## src/rtl/spi_packet_encoder_if.sv

```systemverilog
// Request and SPI bus bundle for spi_packet_encoder.
// slave: the encoder side (takes requests, drives SPI and status).
// master: the requester side (drives requests, observes SPI and status).
interface spi_packet_encoder_if;
    logic       updateConfig;
    logic       brush;
    logic [2:0] newColor;
    logic       updatePosition;
    logic [7:0] x;
    logic [7:0] y;
    logic       sck;
    logic       mosi;
    logic       cs_n;
    logic       busy;
    logic       full;
    logic       dropped;

    modport slave (
        input  updateConfig, brush, newColor, updatePosition, x, y,
        output sck, mosi, cs_n, busy, full, dropped
    );

    modport master (
        output updateConfig, brush, newColor, updatePosition, x, y,
        input  sck, mosi, cs_n, busy, full, dropped
    );
endinterface

```

## src/rtl/spi_packet_encoder.sv

```systemverilog
// spi_packet_encoder: encodes configuration/position updates into two-byte
// packets, queues them in a small FIFO and shifts them out as a mode-0 SPI
// master (MSB first, SCK idles low, data stable before each rising edge).
// All SPI outputs are registered from the current FSM state, so they trail
// the state register by one clock.
// Optional feature: define SPI_TX_STATS_EN to add packetCount/dropCount.
module spi_packet_encoder #(
    parameter int CLK_DIV = 4,
    parameter int DEPTH   = 4
) (
    input  logic                 clk,
    input  logic                 reset,
    spi_packet_encoder_if.slave  bus
`ifdef SPI_TX_STATS_EN
    ,
    output logic [15:0]          packetCount,
    output logic [7:0]           dropCount
`endif
);

    localparam int AW = $clog2(DEPTH);
    localparam int CW = AW + 1;
    localparam int PW = (CLK_DIV > 1) ? $clog2(CLK_DIV) : 1;
    localparam logic [PW-1:0] PHASE_LAST = PW'(CLK_DIV - 1);

    typedef enum logic [2:0] {
        S_IDLE,
        S_SETUP,
        S_HIGH,
        S_LOW,
        S_GAP
    } state_t;

    state_t          state_q, state_d;
    logic [PW-1:0]   phase_q, phase_d;
    logic [3:0]      bit_q, bit_d;
    logic [15:0]     shreg_q, shreg_d;
    logic [AW-1:0]   rd_ptr_q, rd_ptr_d;
    logic [AW-1:0]   wr_ptr_q, wr_ptr_d;
    logic [CW-1:0]   count_q, count_d;
    logic [15:0]     mem_q [DEPTH];
    logic            sck_q, sck_d;
    logic            mosi_q, mosi_d;
    logic            cs_n_q, cs_n_d;
    logic            dropped_q, dropped_d;

    logic            pop;
    logic            phase_end;
    logic            active;
    logic [15:0]     cfg_pkt;
    logic [15:0]     pos_pkt;
    logic            pos_legal;
    logic [CW-1:0]   space;
    logic            cfg_acc;
    logic            pos_acc;
    logic            wr0_en;
    logic            wr1_en;
    logic [15:0]     wr0_data;
    logic [AW-1:0]   wr_ptr_nx;

    // Request acceptance: config claims the first free slot, position the next.
    // A pop in the same cycle frees a slot, so a full FIFO can still accept.
    always_comb begin
        cfg_pkt   = {3'b111, bus.brush, 1'b0, bus.newColor, 8'h00};
        pos_pkt   = {bus.x, bus.y};
        // x[7:5] == 111 would be decoded downstream as a configuration packet.
        pos_legal = (bus.x[7:5] != 3'b111);
        space     = CW'(DEPTH) - count_q + CW'(pop);
        cfg_acc   = bus.updateConfig && (space != '0);
        pos_acc   = bus.updatePosition && pos_legal && (space > CW'(cfg_acc));
        dropped_d = (bus.updateConfig && !cfg_acc) || (bus.updatePosition && !pos_acc);
        wr0_en    = cfg_acc || pos_acc;
        wr1_en    = cfg_acc && pos_acc;
        wr0_data  = cfg_acc ? cfg_pkt : pos_pkt;
        wr_ptr_nx = wr_ptr_q + AW'(1);
        wr_ptr_d  = wr_ptr_q + AW'(wr0_en) + AW'(wr1_en);
        rd_ptr_d  = rd_ptr_q + AW'(pop);
        count_d   = count_q - CW'(pop) + CW'(cfg_acc) + CW'(pos_acc);
    end

    // Next-state logic: IDLE pops, SETUP presents bit 15, HIGH/LOW toggle SCK
    // for 16 bits, GAP guarantees a minimum CS-high time between packets.
    always_comb begin
        state_d   = state_q;
        phase_d   = phase_q;
        bit_d     = bit_q;
        shreg_d   = shreg_q;
        pop       = 1'b0;
        phase_end = (phase_q == PHASE_LAST);
        case (state_q)
            S_IDLE: begin
                if (count_q != '0) begin
                    pop     = 1'b1;
                    shreg_d = mem_q[rd_ptr_q];
                    phase_d = '0;
                    bit_d   = '0;
                    state_d = S_SETUP;
                end
            end
            S_SETUP: begin
                if (phase_end) begin
                    phase_d = '0;
                    state_d = S_HIGH;
                end else begin
                    phase_d = phase_q + 1'b1;
                end
            end
            S_HIGH: begin
                if (phase_end) begin
                    phase_d = '0;
                    // Falling SCK edge: advance to the next bit.
                    shreg_d = {shreg_q[14:0], 1'b0};
                    state_d = S_LOW;
                end else begin
                    phase_d = phase_q + 1'b1;
                end
            end
            S_LOW: begin
                if (phase_end) begin
                    phase_d = '0;
                    bit_d   = bit_q + 1'b1;
                    state_d = (bit_q == 4'd15) ? S_GAP : S_HIGH;
                end else begin
                    phase_d = phase_q + 1'b1;
                end
            end
            S_GAP: begin
                if (phase_end) begin
                    phase_d = '0;
                    state_d = S_IDLE;
                end else begin
                    phase_d = phase_q + 1'b1;
                end
            end
            default: begin
                phase_d = '0;
                state_d = S_IDLE;
            end
        endcase
    end

    // SPI pin values derived from the current state; mosi is forced low
    // whenever chip select is released.
    always_comb begin
        active = (state_q == S_SETUP) || (state_q == S_HIGH) || (state_q == S_LOW);
        cs_n_d = !active;
        sck_d  = (state_q == S_HIGH);
        mosi_d = active && shreg_q[15];
    end

    // Control registers with synchronous active-low reset.
    always_ff @(posedge clk) begin
        if (!reset) begin
            state_q   <= S_IDLE;
            phase_q   <= '0;
            bit_q     <= '0;
            rd_ptr_q  <= '0;
            wr_ptr_q  <= '0;
            count_q   <= '0;
            sck_q     <= 1'b0;
            mosi_q    <= 1'b0;
            cs_n_q    <= 1'b1;
            dropped_q <= 1'b0;
        end else begin
            state_q   <= state_d;
            phase_q   <= phase_d;
            bit_q     <= bit_d;
            rd_ptr_q  <= rd_ptr_d;
            wr_ptr_q  <= wr_ptr_d;
            count_q   <= count_d;
            sck_q     <= sck_d;
            mosi_q    <= mosi_d;
            cs_n_q    <= cs_n_d;
            dropped_q <= dropped_d;
        end
    end

    // Data storage: FIFO entries and shift register carry no reset.
    always_ff @(posedge clk) begin
        shreg_q <= shreg_d;
        if (wr0_en) begin
            mem_q[wr_ptr_q] <= wr0_data;
        end
        if (wr1_en) begin
            mem_q[wr_ptr_nx] <= pos_pkt;
        end
    end

    assign bus.sck     = sck_q;
    assign bus.mosi    = mosi_q;
    assign bus.cs_n    = cs_n_q;
    assign bus.busy    = (count_q != '0) || (state_q != S_IDLE);
    assign bus.full    = (count_q == CW'(DEPTH));
    assign bus.dropped = dropped_q;

`ifdef SPI_TX_STATS_EN
    logic [15:0] packet_count_q, packet_count_d;
    logic [7:0]  drop_count_q, drop_count_d;

    // Statistics: packets counted on GAP entry, drops once per pulsing cycle.
    always_comb begin
        packet_count_d = packet_count_q + 16'((state_d == S_GAP) && (state_q != S_GAP));
        drop_count_d   = drop_count_q + 8'(dropped_d);
    end

    // Statistic counters, wrapping on overflow.
    always_ff @(posedge clk) begin
        if (!reset) begin
            packet_count_q <= '0;
            drop_count_q   <= '0;
        end else begin
            packet_count_q <= packet_count_d;
            drop_count_q   <= drop_count_d;
        end
    end

    assign packetCount = packet_count_q;
    assign dropCount   = drop_count_q;
`endif

endmodule
```

## src/flat_wrapper.sv

```systemverilog
// flat-port wrapper written by rule: the top's interface ports become plain ports
module spi_packet_encoder_flat 
#(
    parameter int CLK_DIV = 4,
    parameter int DEPTH   = 4
)
  (clk, reset, bus_updateConfig, bus_brush, bus_newColor, bus_updatePosition, bus_x, bus_y, bus_sck, bus_mosi, bus_cs_n, bus_busy, bus_full, bus_dropped);
  spi_packet_encoder_if bus_i ();
  input  logic clk;
  input  logic reset;
  input wire logic [$bits(bus_i.updateConfig)-1:0] bus_updateConfig;
  input wire logic [$bits(bus_i.brush)-1:0] bus_brush;
  input wire logic [$bits(bus_i.newColor)-1:0] bus_newColor;
  input wire logic [$bits(bus_i.updatePosition)-1:0] bus_updatePosition;
  input wire logic [$bits(bus_i.x)-1:0] bus_x;
  input wire logic [$bits(bus_i.y)-1:0] bus_y;
  output wire logic [$bits(bus_i.sck)-1:0] bus_sck;
  output wire logic [$bits(bus_i.mosi)-1:0] bus_mosi;
  output wire logic [$bits(bus_i.cs_n)-1:0] bus_cs_n;
  output wire logic [$bits(bus_i.busy)-1:0] bus_busy;
  output wire logic [$bits(bus_i.full)-1:0] bus_full;
  output wire logic [$bits(bus_i.dropped)-1:0] bus_dropped;
  assign bus_i.updateConfig = bus_updateConfig;
  assign bus_i.brush = bus_brush;
  assign bus_i.newColor = bus_newColor;
  assign bus_i.updatePosition = bus_updatePosition;
  assign bus_i.x = bus_x;
  assign bus_i.y = bus_y;
  assign bus_sck = bus_i.sck;
  assign bus_mosi = bus_i.mosi;
  assign bus_cs_n = bus_i.cs_n;
  assign bus_busy = bus_i.busy;
  assign bus_full = bus_i.full;
  assign bus_dropped = bus_i.dropped;
  spi_packet_encoder #(.CLK_DIV(CLK_DIV), .DEPTH(DEPTH)) u_core (.clk(clk), .reset(reset), .bus(bus_i));
endmodule
```

## config.mk

```make
export PLATFORM = sky130hd
export DESIGN_NAME = spi_packet_encoder_flat
export DESIGN_NICKNAME = d
export VERILOG_FILES = /design/src/rtl/spi_packet_encoder_if.sv /design/src/rtl/spi_packet_encoder.sv /design/src/flat_wrapper.sv
export SDC_FILE = /design/constraint.sdc
export NUM_CORES = 1
export LEC_CHECK = 0
export ABC_CLOCK_PERIOD_IN_PS = 7000
export BUFFER_PORTS_ARGS = -buffer_cell sky130_fd_sc_hd__buf_4
export CAP_MARGIN = 5
export CORE_MARGIN = 2
export CORE_UTILIZATION = 40
export CTS_CLUSTER_SIZE = 8
export DETAILED_ROUTE_END_ITERATION = 8
export SETUP_SLACK_MARGIN = 0.4
export SLEW_MARGIN = 20
export SYNTH_ARGS = -nofsm -noshare
export SYNTH_HDL_FRONTEND = slang
export SYNTH_SLANG_ARGS = --single-unit
export TNS_END_PERCENT = 100
```

## constraint.sdc

```tcl
create_clock -name clk -period 7 [get_ports clk]
set_clock_uncertainty 0.15 [all_clocks]
set_input_delay 0.35 -clock clk [delete_from_list [all_inputs] [get_ports clk]]
set_output_delay 0.35 -clock clk [all_outputs]
set_load 0.05 [all_outputs]
```

# ---- After elaboration in Yosys (flattened, before gate mapping)
# Memory sizes are Yosys's and may differ from the RTL's. A register that Yosys moved wholly into a read port is not among the register bits.
# Cells that the tools add are included.
dict set report op_classes {
  n_addsub 11
  order_cmp 1
  n_eq_ne 13
  mux 24
  n_reduce_logical 25
}
# op count
set op_table {}
lappend op_table {{2-to-1 mux 16 bit} 3}
lappend op_table {{one-hot mux 16 bit (2 select lines)} 1}
lappend op_table {{2-to-1 mux 3 bit} 6}
lappend op_table {{one-hot mux 3 bit (5 select lines)} 1}
lappend op_table {{adder 3 x 1 -> 3 bit} 3}
lappend op_table {{nonzero test 3 bit} 3}
lappend op_table {{2-to-1 mux 4 bit} 2}
lappend op_table {{!= test 2 x 1 -> 1 bit, second input constant} 4}
lappend op_table {{one-hot mux 4 bit (2 select lines)} 1}
lappend op_table {{logical AND 1 bit} 7}
lappend op_table {{adder 2 x 1 -> 2 bit} 3}
lappend op_table {{equality test 3 x 2 -> 1 bit, second input constant} 2}
lappend op_table {{equality test 3 bit, second input constant} 2}
lappend op_table {{2-to-1 mux 1 bit} 6}
lappend op_table {{2-to-1 mux 2 bit} 3}
lappend op_table {{AND reduction 3 bit} 2}
lappend op_table {{logical OR 1 bit} 5}
lappend op_table {{AND reduction 5 bit} 1}
lappend op_table {{adder 2 x 1 -> 2 bit, second input constant} 2}
lappend op_table {{adder 4 x 1 -> 4 bit, second input constant} 1}
lappend op_table {{equality test 4 bit, second input constant} 1}
lappend op_table {{one-hot mux 2 bit (2 select lines)} 1}
lappend op_table {{nonzero test 2 bit} 2}
lappend op_table {{OR reduction 4 bit} 1}
lappend op_table {{other kinds (9)} 11}
dict set report word_totals {
  register_bits 36
  ramBits 64
  inputBits 24
  output_inout_bits 6
  elab_cells 86
  mem_count 1
}
# name words width read_ports rd_ports_with_merged_regs wr line
set mem_list {}
lappend mem_list {u_core.mem_q 4 16 1 1 2 spi_packet_encoder.sv:41} ;# logic [15:0] mem_q [DEPTH];

# ---- Longest topological paths before layout
dict set report depth {
  depth_word 11
  depth_mapped 18
  mapped_depth_nobuf 16
}

# ---- Worst setup path after synthesis
# Ideal clock, no wire load.
dict set report synth_path {
  kind {flip-flop to flip-flop}
  from {reg u_core.state_q[0]}
  to {mem u_core.mem_q[0][0], enable pin}
  setup_time_ns 0.395
  arrival_time_ns 3.616
  required_ns 6.455
  slack_ns 2.839
  stages_incl_launch_ff 16
  n_path_buf 3
  period_less_slack_ns 4.161
  cell_sequence {dfxtp_1 > clkbuf_1 > nor3_1 > nand2_1 > ha_1 > inv_1 > ha_1 > xor2_2 > o21a_1 > buf_6 > ha_1 > o21bai_1 > o211ai_4 > or2_1 > buf_6 > o22ai_1}
}
# element line
set synth_lines {}
lappend synth_lines {{from (decl)} spi_packet_encoder.sv:34} ;# state_t state_q, state_d;
lappend synth_lines {{from (signal assigned)} spi_packet_encoder.sv:165} ;# state_q <= state_d;
lappend synth_lines {{to (decl)} spi_packet_encoder.sv:41}

# ---- Worst setup path after layout
dict set report layout_path {
  from {reg u_core.state_q[0]}
  to {reg u_core.count_q[2]}
}
dict set report layout_via {
  elab_chain_cells 8
  word_cells_on_any_way 10
  classes_between {4 x add/sub; 1 x order compare; 1 x mux; 4 x reduce/logical}
}
# element line
set layout_lines {}
lappend layout_lines {{logical NOT 3 bit (*)} spi_packet_encoder.sv:90} ;# case (state_q)
lappend layout_lines {{2-to-1 mux 1 bit (*)} spi_packet_encoder.sv:90}
lappend layout_lines {{adder 3 x 1 -> 3 bit} spi_packet_encoder.sv:68} ;# space = CW'(DEPTH) - count_q + CW'(pop);
lappend layout_lines {{nonzero test 3 bit} spi_packet_encoder.sv:69} ;# cfg_acc = bus.updateConfig && (space != '0);
lappend layout_lines {{logical AND 1 bit} spi_packet_encoder.sv:69}
lappend layout_lines {{greater-than comparator 3 x 1 -> 1 bit} spi_packet_encoder.sv:70} ;# pos_acc = bus.updatePosition && pos_legal && (space > CW'(cfg_acc));
lappend layout_lines {{logical AND 1 bit} spi_packet_encoder.sv:70}
lappend layout_lines {{adder 3 x 1 -> 3 bit (*)} spi_packet_encoder.sv:78} ;# count_d = count_q - CW'(pop) + CW'(cfg_acc) + CW'(pos_acc);
lappend layout_lines {{to (signal assigned)} spi_packet_encoder.sv:170} ;# count_q <= count_d;
lappend layout_lines {{to (decl)} spi_packet_encoder.sv:40} ;# logic [CW-1:0] count_q, count_d;
# Mark *: on every way between the ends. The rest lies on a longest branch, timed or not.
# A chain may end at the register's enable or synchronous reset.

==> results.toml <==
[grt]
grt_first_pass_wirelength_um = 14100
grt_antenna_before_repair = 0
grt_max_degree = 19
grt-ovfl-total = 0
first_global_vias = 2639
track_usage_pct = 14.8

[clocking]
cts_setup_buffers = 0
numCtsBuffers = 9
hold_buffers = 0
cts.sink_count = 100
htreeDepth = 3
clk_path_buf_depth = 2
cts_resized = 0
cts-root-buf = "clkbuf_16"
cts_tree = "built"
clk_latency_ns = 0.33
cts.clk_slew.worst_paths_ns = 0.07

[floorplanning]
rows = 39
start_util_pct = 41.2
die_w_um = 113
core_area_um2 = 11500
ios = 30
die_area_um2 = 12700
die_h_um = 113

[final_layout]
layout.nets = 392
layout_common_cells = "edfxtp_1, and2_1, buf_4, mux2_2, dfxtp_1"
area_growth_pct = 13.9
final_common_cell = "edfxtp_1"
n_antenna_cell = 0
stdcell_area_um2 = 5400
postLayoutCoreUtil_pct = 46.9
drive_gt1_share_pct = 29.8

[place]
place.gp.congestion = 0.778
hpwl_um = 5440
placedInstanceArea_um2 = 5080
port_buffers = 29

[power]
p_per_area_nw_per_um2 = 445
leakage_nw = 1.90
vdd_drop_max_uv = 255

[worst_setup_path]
cp.required_ns = 7.08
ff2ff_path_depth = 16
crit_fanout = 10
r2r_slack_ns = 2.68
endpoint_kind = "flop"
r2r-start = "u_core.state_q[0]"
worstSetupPathType = "flop to flop"
timing.rr.end = "u_core.count_q[2]"
critPathArrivalTime_ns = 4.40
critPathLaunchType = "flop"

[routing]
drc = 0
viasPerCell = 5.11
wl_per_cell_um = 17.0
drt-total-wl_um = 8580
vias = 2586
first_pass_iters = 4
ant_nets = 0
first_iter_violations = 139

[min_path]
holdPathStages = 3
hold_end = "u_core.bus.dropped"
hp-start = "bus_updateConfig"
hp-class = "primary input to flop"

[synth]
netlist_instances = 330
synth_area_um2 = 4740
synth-seq-cells = 100
syn_area_per_cell_um2 = 14.4
synth_cell_type_count = 43
syn_nets = 364
yosysSeqAreaShare_pct = 59.1
yosysWarnings = 0

[timing]
period_share_pct = 61.7
period_minus_slack_ns = 4.32
slew_headroom_pct = 33.8
max_freq_mhz = 232
tightest_slew_ns = 0.992
slew_viol_final = 0
setup_tns_ns = 0
finalSetupViolCount = 0
rsz0062_at_grt = "no"
finalHoldViolCount = 0

[job]
drv_cap = 0

[outcome]
status = "finished clean"
==> kinds of logic (layout without fill, tap and decap cells) <==
group	after synthesis	count (layout)	synth area share, %
simple gates	104	104	12.8
compound gates	31	31	4.54
flops	100	100	59.1
buf+inv	30	63	3.48
mux	49	49	15.7
xor+xnor	6	6	1.27
fa+ha+maj	10	10	3.11
==> per-stage QoR <==
step                      power [W]  hold slack, ns  setup WS, ns  cells
after global routing        0.00257           0.147          2.36    506
after global placement      0.00187           0.302          2.82    490
after CTS                   0.00244           0.151          2.67    506
after floorplan             0.00168           0.289          2.84    330
final                       0.00240           0.160          2.68    506
after detailed placement    0.00190           0.312          2.69    490
==> final cells by class <==
cell class / count / area (µm²)
clock buffers: 10 / 229
clock inverters: 6 / 96.3
multi-input cells: 200 / 1790
fillers: 1020 / 6110
flip-flops and latches: 100 / 2800
inverters: 12 / 47.5
repair buffers: 35 / 263
well taps: 143 / 179
==> Yosys cell counts (all sizes together) <==
| library cell | count | area (µm²) |
|---|---|---|
| or4 | 1 | 7.51 |
| nand4 | 1 | 6.26 |
| nor2 | 9 | 33.8 |
| and4b | 1 | 10.0 |
| dfxtp | 20 | 400 |
| mux2 | 32 | 375 |
| o21ai | 13 | 76.3 |
| o211ai | 2 | 28.8 |
| a22oi | 3 | 22.5 |
| o22ai | 4 | 25.0 |
| xnor2 | 3 | 26.3 |
| xor2 | 3 | 33.8 |
| o21bai | 1 | 7.51 |
| nand2b | 15 | 93.8 |
| a21boi | 1 | 7.51 |
| nor3 | 5 | 25.0 |
| and2 | 35 | 219 |
| nand2 | 9 | 33.8 |
| clkbuf | 7 | 26.3 |
| mux2i | 1 | 10.0 |
| a21oi | 5 | 25.0 |
| o21a | 2 | 22.5 |
| nand3 | 3 | 15.0 |
| nor3b | 3 | 22.5 |
| edfxtp | 80 | 2400 |
| nor2b | 15 | 93.8 |
| buf | 11 | 91.3 |
| and3b | 1 | 8.76 |
| or3 | 3 | 18.8 |
| fa | 3 | 60.1 |
| or2 | 3 | 18.8 |
| mux4 | 16 | 360 |
| ha | 7 | 87.6 |
| inv | 12 | 47.6 |
==> state kept, by name, summed over array words and instances (netlist names) <==
signal and flops:
u_core.rd_ptr_q 2, u_core.bus.cs_n 1, u_core.state_q 3, u_core.bus.sck 1, u_core.mem_q 64, u_core.wr_ptr_q 2
u_core.shreg_q 16, u_core.bus.mosi 1, u_core.bit_q 4, u_core.phase_q 2, u_core.bus.dropped 1, u_core.count_q 3
==> critical path, cell delays in order (launching register included) <==
cell and delay, ns:
dfxtp_1 0.40, nor3_1 0.36, nand2_1 0.16, ha_1 0.21, inv_1 0.05, ha_1 0.18, xor2_2 0.26, o21a_1 0.44
ha_1 0.23, o21bai_1 0.12, o211ai_4 0.31, inv_1 0.11, fa_1 0.41, fa_1 0.38, xor2_1 0.16, xnor2_1 0.12
and2_1 0.15
==> power by group <==
group	leakage, nW	switching [W]	internal [W]	total, W
Combinational	0.830	0.000470	0.000379	0.000849
Sequential	0.917	0.0000721	0.000944	0.00102
Clock	0.155	0.000221	0.000318	0.000539
==> layer usage <==
layer,up-vias,share of wire (%),global-route usage [%]
li1,1266,-,-
met5,-,0,0
met1,1285,47,19.7
met2,27,49,24.4
met4,0,1.5,5.85
met3,8,1.6,2.57
==> worst max path at each step <==
stage                 startpoint                  to  slack (ns)  cells after the start
5_1_grt        u_core.state_q[0]   u_core.count_q[2]        2.36                     16
4_1_cts        u_core.state_q[0]   u_core.count_q[2]        2.67                     16
6_report       u_core.state_q[0]   u_core.count_q[2]        2.68                     16
3_3_place_gp   u_core.count_q[2]   u_core.count_q[2]        2.82                     16
2_1_floorplan  u_core.state_q[0]  u_core.mem_q[0][0]        2.84                     15
3_5_place_dp   u_core.state_q[0]   u_core.count_q[2]        2.69                     16
Power figures use the tool's default switching activity.
